<file path="src/rtl/clock_ratio_monitor.sv">
// clock_ratio_monitor: measures a divided clock's period and high time in the reference domain and checks it against io_div
module clock_ratio_monitor #(
    parameter int CNT_W       = 16,
    parameter int SYNC_STAGES = 2,
    parameter int TOL         = 1,
    parameter int LOCK_CNT    = 4,
    parameter int TIMEOUT     = 1024
) (
    input  logic             clock,
    input  logic             reset_n,
    input  logic             io_clock_in,
    input  logic [7:0]       io_div,
    input  logic             io_en,
    output logic [CNT_W-1:0] io_period,
    output logic [CNT_W-1:0] io_high,
    output logic             io_valid,
    output logic             io_locked,
    output logic             io_err,
    output logic             io_timeout
);
    localparam int MC_W = $clog2(LOCK_CNT + 1);
    localparam logic [CNT_W:0] TOL_V = (CNT_W + 1)'(TOL);
    localparam logic [CNT_W-1:0] TIMEOUT_V = CNT_W'(TIMEOUT);
    localparam logic [MC_W-1:0] LOCK_V = MC_W'(LOCK_CNT);

    typedef enum logic [1:0] {IDLE, ARM, MEASURE} state_t;

    state_t                 state;
    logic [SYNC_STAGES-1:0] sync;
    logic                   s, s_d, rise, match, timed_out, div_chg;
    logic [CNT_W-1:0]       cnt, hcnt, cnt_inc, hcnt_inc;
    logic [MC_W-1:0]        match_cnt, mc_inc;
    logic [7:0]             div_q;
    logic [CNT_W:0]         cnt_x, div_ref, diff;

    // edge detect, saturating increments and the tolerance compare at CNT_W+1 bits so nothing wraps
    always_comb begin
        s         = sync[SYNC_STAGES-1];
        rise      = s & ~s_d;
        cnt_inc   = &cnt ? cnt : cnt + 1'b1;
        hcnt_inc  = (s && !(&hcnt)) ? hcnt + 1'b1 : hcnt;
        cnt_x     = {1'b0, cnt};
        div_ref   = (div_q == 8'd0) ? (CNT_W + 1)'(1) : (CNT_W + 1)'(div_q);
        diff      = (cnt_x > div_ref) ? cnt_x - div_ref : div_ref - cnt_x;
        match     = diff <= TOL_V;
        mc_inc    = (match_cnt >= LOCK_V) ? LOCK_V : match_cnt + 1'b1;
        timed_out = cnt >= TIMEOUT_V;
        div_chg   = io_div != div_q;
    end

    // synchronizer chain for the asynchronous input, its delayed copy and the registered ratio
    always_ff @(posedge clock or negedge reset_n) begin
        if (!reset_n) begin
            sync  <= '0;
            s_d   <= 1'b0;
            div_q <= '0;
        end else begin
            sync  <= {sync[SYNC_STAGES-2:0], io_clock_in};
            s_d   <= s;
            div_q <= io_div;
        end
    end

    // measurement FSM: disable wins, then rise wins over timeout; a ratio change drops lock without an error
    always_ff @(posedge clock or negedge reset_n) begin
        if (!reset_n) begin
            state      <= IDLE;
            cnt        <= '0;
            hcnt       <= '0;
            match_cnt  <= '0;
            io_period  <= '0;
            io_high    <= '0;
            io_valid   <= 1'b0;
            io_locked  <= 1'b0;
            io_err     <= 1'b0;
            io_timeout <= 1'b0;
        end else begin
            io_valid <= 1'b0;
            io_err   <= 1'b0;
            if (!io_en) begin
                state      <= IDLE;
                cnt        <= '0;
                hcnt       <= '0;
                match_cnt  <= '0;
                io_locked  <= 1'b0;
                io_timeout <= 1'b0;
            end else begin
                case (state)
                    IDLE: state <= ARM;
                    ARM: begin
                        if (rise) begin
                            cnt        <= CNT_W'(1);
                            hcnt       <= CNT_W'(1);
                            io_timeout <= 1'b0;
                            state      <= MEASURE;
                        end else if (timed_out) begin
                            io_timeout <= 1'b1;
                            io_locked  <= 1'b0;
                            match_cnt  <= '0;
                            cnt        <= '0;
                        end else begin
                            cnt <= cnt_inc;
                        end
                    end
                    MEASURE: begin
                        if (rise) begin
                            io_period  <= cnt;
                            io_high    <= hcnt;
                            io_valid   <= 1'b1;
                            cnt        <= CNT_W'(1);
                            hcnt       <= CNT_W'(1);
                            io_timeout <= 1'b0;
                            if (match) begin
                                match_cnt <= mc_inc;
                                io_locked <= io_locked | (mc_inc == LOCK_V);
                            end else begin
                                match_cnt <= '0;
                                io_locked <= 1'b0;
                                io_err    <= io_locked;
                            end
                        end else if (timed_out) begin
                            io_timeout <= 1'b1;
                            io_locked  <= 1'b0;
                            match_cnt  <= '0;
                            cnt        <= '0;
                            hcnt       <= '0;
                            state      <= ARM;
                        end else begin
                            cnt  <= cnt_inc;
                            hcnt <= hcnt_inc;
                        end
                    end
                    default: state <= IDLE;
                endcase
                if (div_chg) begin
                    match_cnt <= '0;
                    io_locked <= 1'b0;
                end
            end
        end
    end
endmodule

</file>
<file path="config.mk">
export PLATFORM = sky130hd
export DESIGN_NAME = clock_ratio_monitor
export DESIGN_NICKNAME = d
export VERILOG_FILES = /design/src/rtl/clock_ratio_monitor.sv
export SDC_FILE = /design/constraint.sdc
export NUM_CORES = 1
export LEC_CHECK = 0
export CORE_MARGIN = 10
export CORE_UTILIZATION = 30
export DETAILED_ROUTE_END_ITERATION = 8
export HOLD_SLACK_MARGIN = 0.08
export PLACE_DENSITY = 0.54
export SLEW_MARGIN = 5
export SYNTH_ARGS = -nofsm -noshare
export SYNTH_HDL_FRONTEND = slang
export SYNTH_SLANG_ARGS = --single-unit
</file>
<file path="constraint.sdc">
create_clock -name clock -period 4.52 [get_ports clock]
set_clock_uncertainty 0.2 [all_clocks]
set_input_delay 0.452 -clock clock [delete_from_list [all_inputs] [get_ports clock]]
set_output_delay 0.452 -clock clock [all_outputs]
set_load 0.01 [all_outputs]
</file>
==> reports/qor.txt <==
DRT
----------------------------------------------------------------------------------------------------
Routed met2 length                                                                           5.14 mm
WL met1                                                                                      6.42 mm
Met3 wire length                                                                              862 um
Max Used Layer                                                                                  met4
Post-DR vias/cell                                                                               5.00
Residual antenna-violating net count after detailed routing                                        0
Routed Wire Length                                                                           12.6 mm
Number of detailed-routing iterations run before antenna repair                                    5
Number of DRC violations after detailed routing                                                    0
Vias                                                                                           3,952
Drt wl/cell                                                                                  16.0 um
Iteration-0 DRC count of the detailed router                                                     342

GLOBAL ROUTING
----------------------------------------------------------------------------------------------------
Antenna violations before repair                                                                   0
Via count of the first global-routing pass                                                     3,730
Grt ovf                                                                                            0
GR Util All Layers                                                                             11.7%
First-pass GRT wire length                                                                   20.6 mm
Maximum number of pins on one net before global-route repair                                      85

SETUP PATH
----------------------------------------------------------------------------------------------------
Largest fanout on the critical path                                                                4
Cells traversed along the worst timing path                                             nor4_1 > a21o_1 > inv_1 > ha_1 > inv_1 > fa_1 > a21o_1 > a21oi_1 > o21a_1 > o21ai_0 > a311oi_1 > a2111oi_0 > o21a_1 > nand2_2 > o211a_1
Highest-delay cell along the critical path                                                   dfrtp_1
Element type at the critical path end                                                           flop
WP data arrival                                                                              3810 ps
Startpoint class of the critical path                                                           flop
WS Path Type                                                                            flop to flop
Required time of the worst setup path                                                        4540 ps
Worst stage delay on the critical path                                                        430 ps

DIE
----------------------------------------------------------------------------------------------------
Die extent in x                                                                               146 um
Core Footprint                                                                           15,400 um^2
Starting Density                                                                               30.9%
Number of rows in the core area                                                                   45
Ports                                                                                             48
Die Y                                                                                         146 um
Total die area                                                                           21,300 um^2

STA
----------------------------------------------------------------------------------------------------
Final clock period utilization by the worst path                                               83.9%
Normalized max-slew margin                                                                     29.1%
Final critical path time including I/O delays and setup                                      3790 ps
Setup repair after global routing missed its margin                                               no
Final setup vio count                                                                              0
Maximum clock rate                                                                           264 MHz
Hold violation total from the final report                                                         0
Actual slew at the worst max-slew pin                                                        1060 ps
Final sum of negative setup slack                                                               0 ps
Max-slew violation count                                                                           0

SYNTHESIS
----------------------------------------------------------------------------------------------------
Post-synth EDFFs                                                                                   0
Synthesis warning total                                                                            0
Syn Nets                                                                                         577
Async set or reset register ratio after synthesis                                               100%
Area share of the largest cell type after synthesis                                            44.3%
Seq cells post-synth                                                                              84
Distinct cells, synth                                                                             61
Avg Cell Area, Syn                                                                         8.81 um^2
Post-synthesis instance area                                                               4750 um^2
Dominant register cell in the synthesized netlist                                            dfrtp_1
Biggest area contributors in the synthesized netlist                                    dfrtp_1, nand2_1, ha_1
Leading area contributor after synthesis                                                     dfrtp_1
Sequential-to-total area share from yosys stat                                                 44.3%
Count of mapped cells out of synthesis                                                           539

CLOCK TREE
----------------------------------------------------------------------------------------------------
Number of resized instances in the post-cts repair step                                            0
Number of hold buffers added after cts                                                             0
# Post-CTS Setup Buffers                                                                           0
Number of buffers between clock root and the deepest sink                                          2
TritonCTS clock tree                                                                           built
Insertion delay of the later-clocked pin in the worst-skew pair                               340 ps
CTS H-Tree Depth                                                                                   3
Clock-pin slew reported for the worst setup and hold paths after clock tree synthesis          70 ps
Total clock sinks                                                                                 84
Clock Root Buffer                                                                          clkbuf_16
CTS Buf Count                                                                                      9

PLACEMENT
----------------------------------------------------------------------------------------------------
Global placer's final weighted congestion                                                      0.882
Port bufs                                                                                         47
Total half-perimeter wirelength after legalization and detailed placement                    9.45 mm

FINAL LAYOUT
----------------------------------------------------------------------------------------------------
Fin util                                                                                       37.0%
Most common library cell in the layout ignoring fill and taps                                nand2_1
Number of antenna cells inserted                                                                   0
Most frequent cells in the layout                                                       nand2_1, dfrtp_1, nor2_1
Fraction of layout instances using a drive strength above 1                                    4.83%
Number of nets in the layout                                                                     613
Layout-stage area growth over the synthesis result                                             19.8%

MIN PATH
----------------------------------------------------------------------------------------------------
Class of the tightest hold or removal check                                             input pin to asynchronous set/reset pin

RUN STATUS
----------------------------------------------------------------------------------------------------
Run status                                                                              finished clean

POWER
----------------------------------------------------------------------------------------------------
Cell Pwr Density                                                                         346 nW/um^2
Worst IR drop on VDD                                                                        0.185 mV
Static Leak                                                                                  2.55 nW

RUN
----------------------------------------------------------------------------------------------------
Number of max-capacitance violations reported                                                      0

state kept, by name (all words and copies together), names as in the netlist:
signal	count
cnt	16
io_locked	1
io_period	16
div_q	8
sync	2
io_high	16
state	2
hcnt	16
io_err	1
match_cnt	3
s_d	1
io_valid	1
io_timeout	1
critical path, delay by kind of cell, from the launching register on:
kind / cells / cell delay [ps]
AOI/OAI and AO/OA: 9 / 2140
and+or+nand+nor: 2 / 390
buffers and inverters: 2 / 120
DFF: 1 / 430
adders and majority gates: 2 / 390
cell type report:
| class | count | area [um^2] |
|---|---|---|
| multi-input cells | 406 | 2450 |
| clock buffers | 10 | 229 |
| well taps | 211 | 264 |
| clock inverters | 6 | 65.1 |
| inverters | 25 | 93.8 |
| fillers | 1569 | 9680 |
| repair buffers | 49 | 483 |
| flip-flops and latches | 84 | 2100 |
per-layer routing:
layer	GRT usage, %	up-vias
li1	-	1926
met1	17.0	1870
met2	16.1	137
met3	3.42	19
met4	3.29	0
met5	0	-
Yosys cell counts, types with 3 or more instances:
cell type    n
a211oi_1     5
a21o_1       8
a21oi_1     25
a31oi_1     11
and2_1       4
and3_1       4
clkbuf_1    20
dfrtp_1     84
ha_1        24
inv_1       24
mux2i_1      3
nand2_1    115
nand2b_1     5
nand3_1     15
nand3b_1     3
nand4_1      8
nand4b_1     3
nor2_1      51
nor3_1      12
nor4_1       6
o21a_1       3
o21ai_0     27
o31ai_1      4
or4_1        3
xnor2_1     15
xor2_1      16
worst paths after layout:
path / startpoint / end / slack [ps] / cells past startpoint
setup / recovery: div_q[5]$_DFF_PN0_ / io_err$_DFF_PN0_ / 730 / 15
setup reg to reg: div_q[5]$_DFF_PN0_ / io_err$_DFF_PN0_ / 730 / 15
hold reg to reg: sync[0]$_DFF_PN0_ / sync[1]$_DFF_PN0_ / 150 / 0
hold / removal: reset_n / io_period[1]$_DFFE_PN0P_ / 110 / 1
max in group asynchronous: reset_n / io_high[13]$_DFFE_PN0P_ / 3320 / 1
min in group clock: sync[0]$_DFF_PN0_ / sync[1]$_DFF_PN0_ / 150 / 0
metrics by stage:
stage,instance area [um^2],power (mW),std cells,hold WS (ps),worst slack (ps)
3_5_place_dp,5400,1.25,775,140,833
3_3_place_gp,5400,1.25,775,134,865
5_1_grt,5690,2.08,791,165,506
4_1_cts,5690,1.98,791,154,806
2_1_floorplan,4750,1.11,539,-43.6,1190
6_report,5690,1.97,791,108,729
power by group:
group / total (mW) / internal, mW / leakage, nW / switching, mW
clock network: 0.725 / 0.428 / 0.142 / 0.297
registers: 0.826 / 0.789 / 1.14 / 0.0371
logic: 0.416 / 0.155 / 1.27 / 0.261
cell families (layout without fill, tap and decap cells):
kind of cell | count (synthesis) | count (layout) | share of synthesized area [%]
xor gates and xnor gates | 31 | 31 | 5.72
buffers and inverters | 49 | 90 | 4.06
and+or+nand+nor | 241 | 241 | 23.1
DFF | 84 | 84 | 44.3
muxes | 3 | 3 | 0.633
adders and majority gates | 26 | 26 | 7.17
AOI/OAI and AO/OA | 105 | 105 | 15.0
Note: power is estimated with default switching activity, not from simulation.
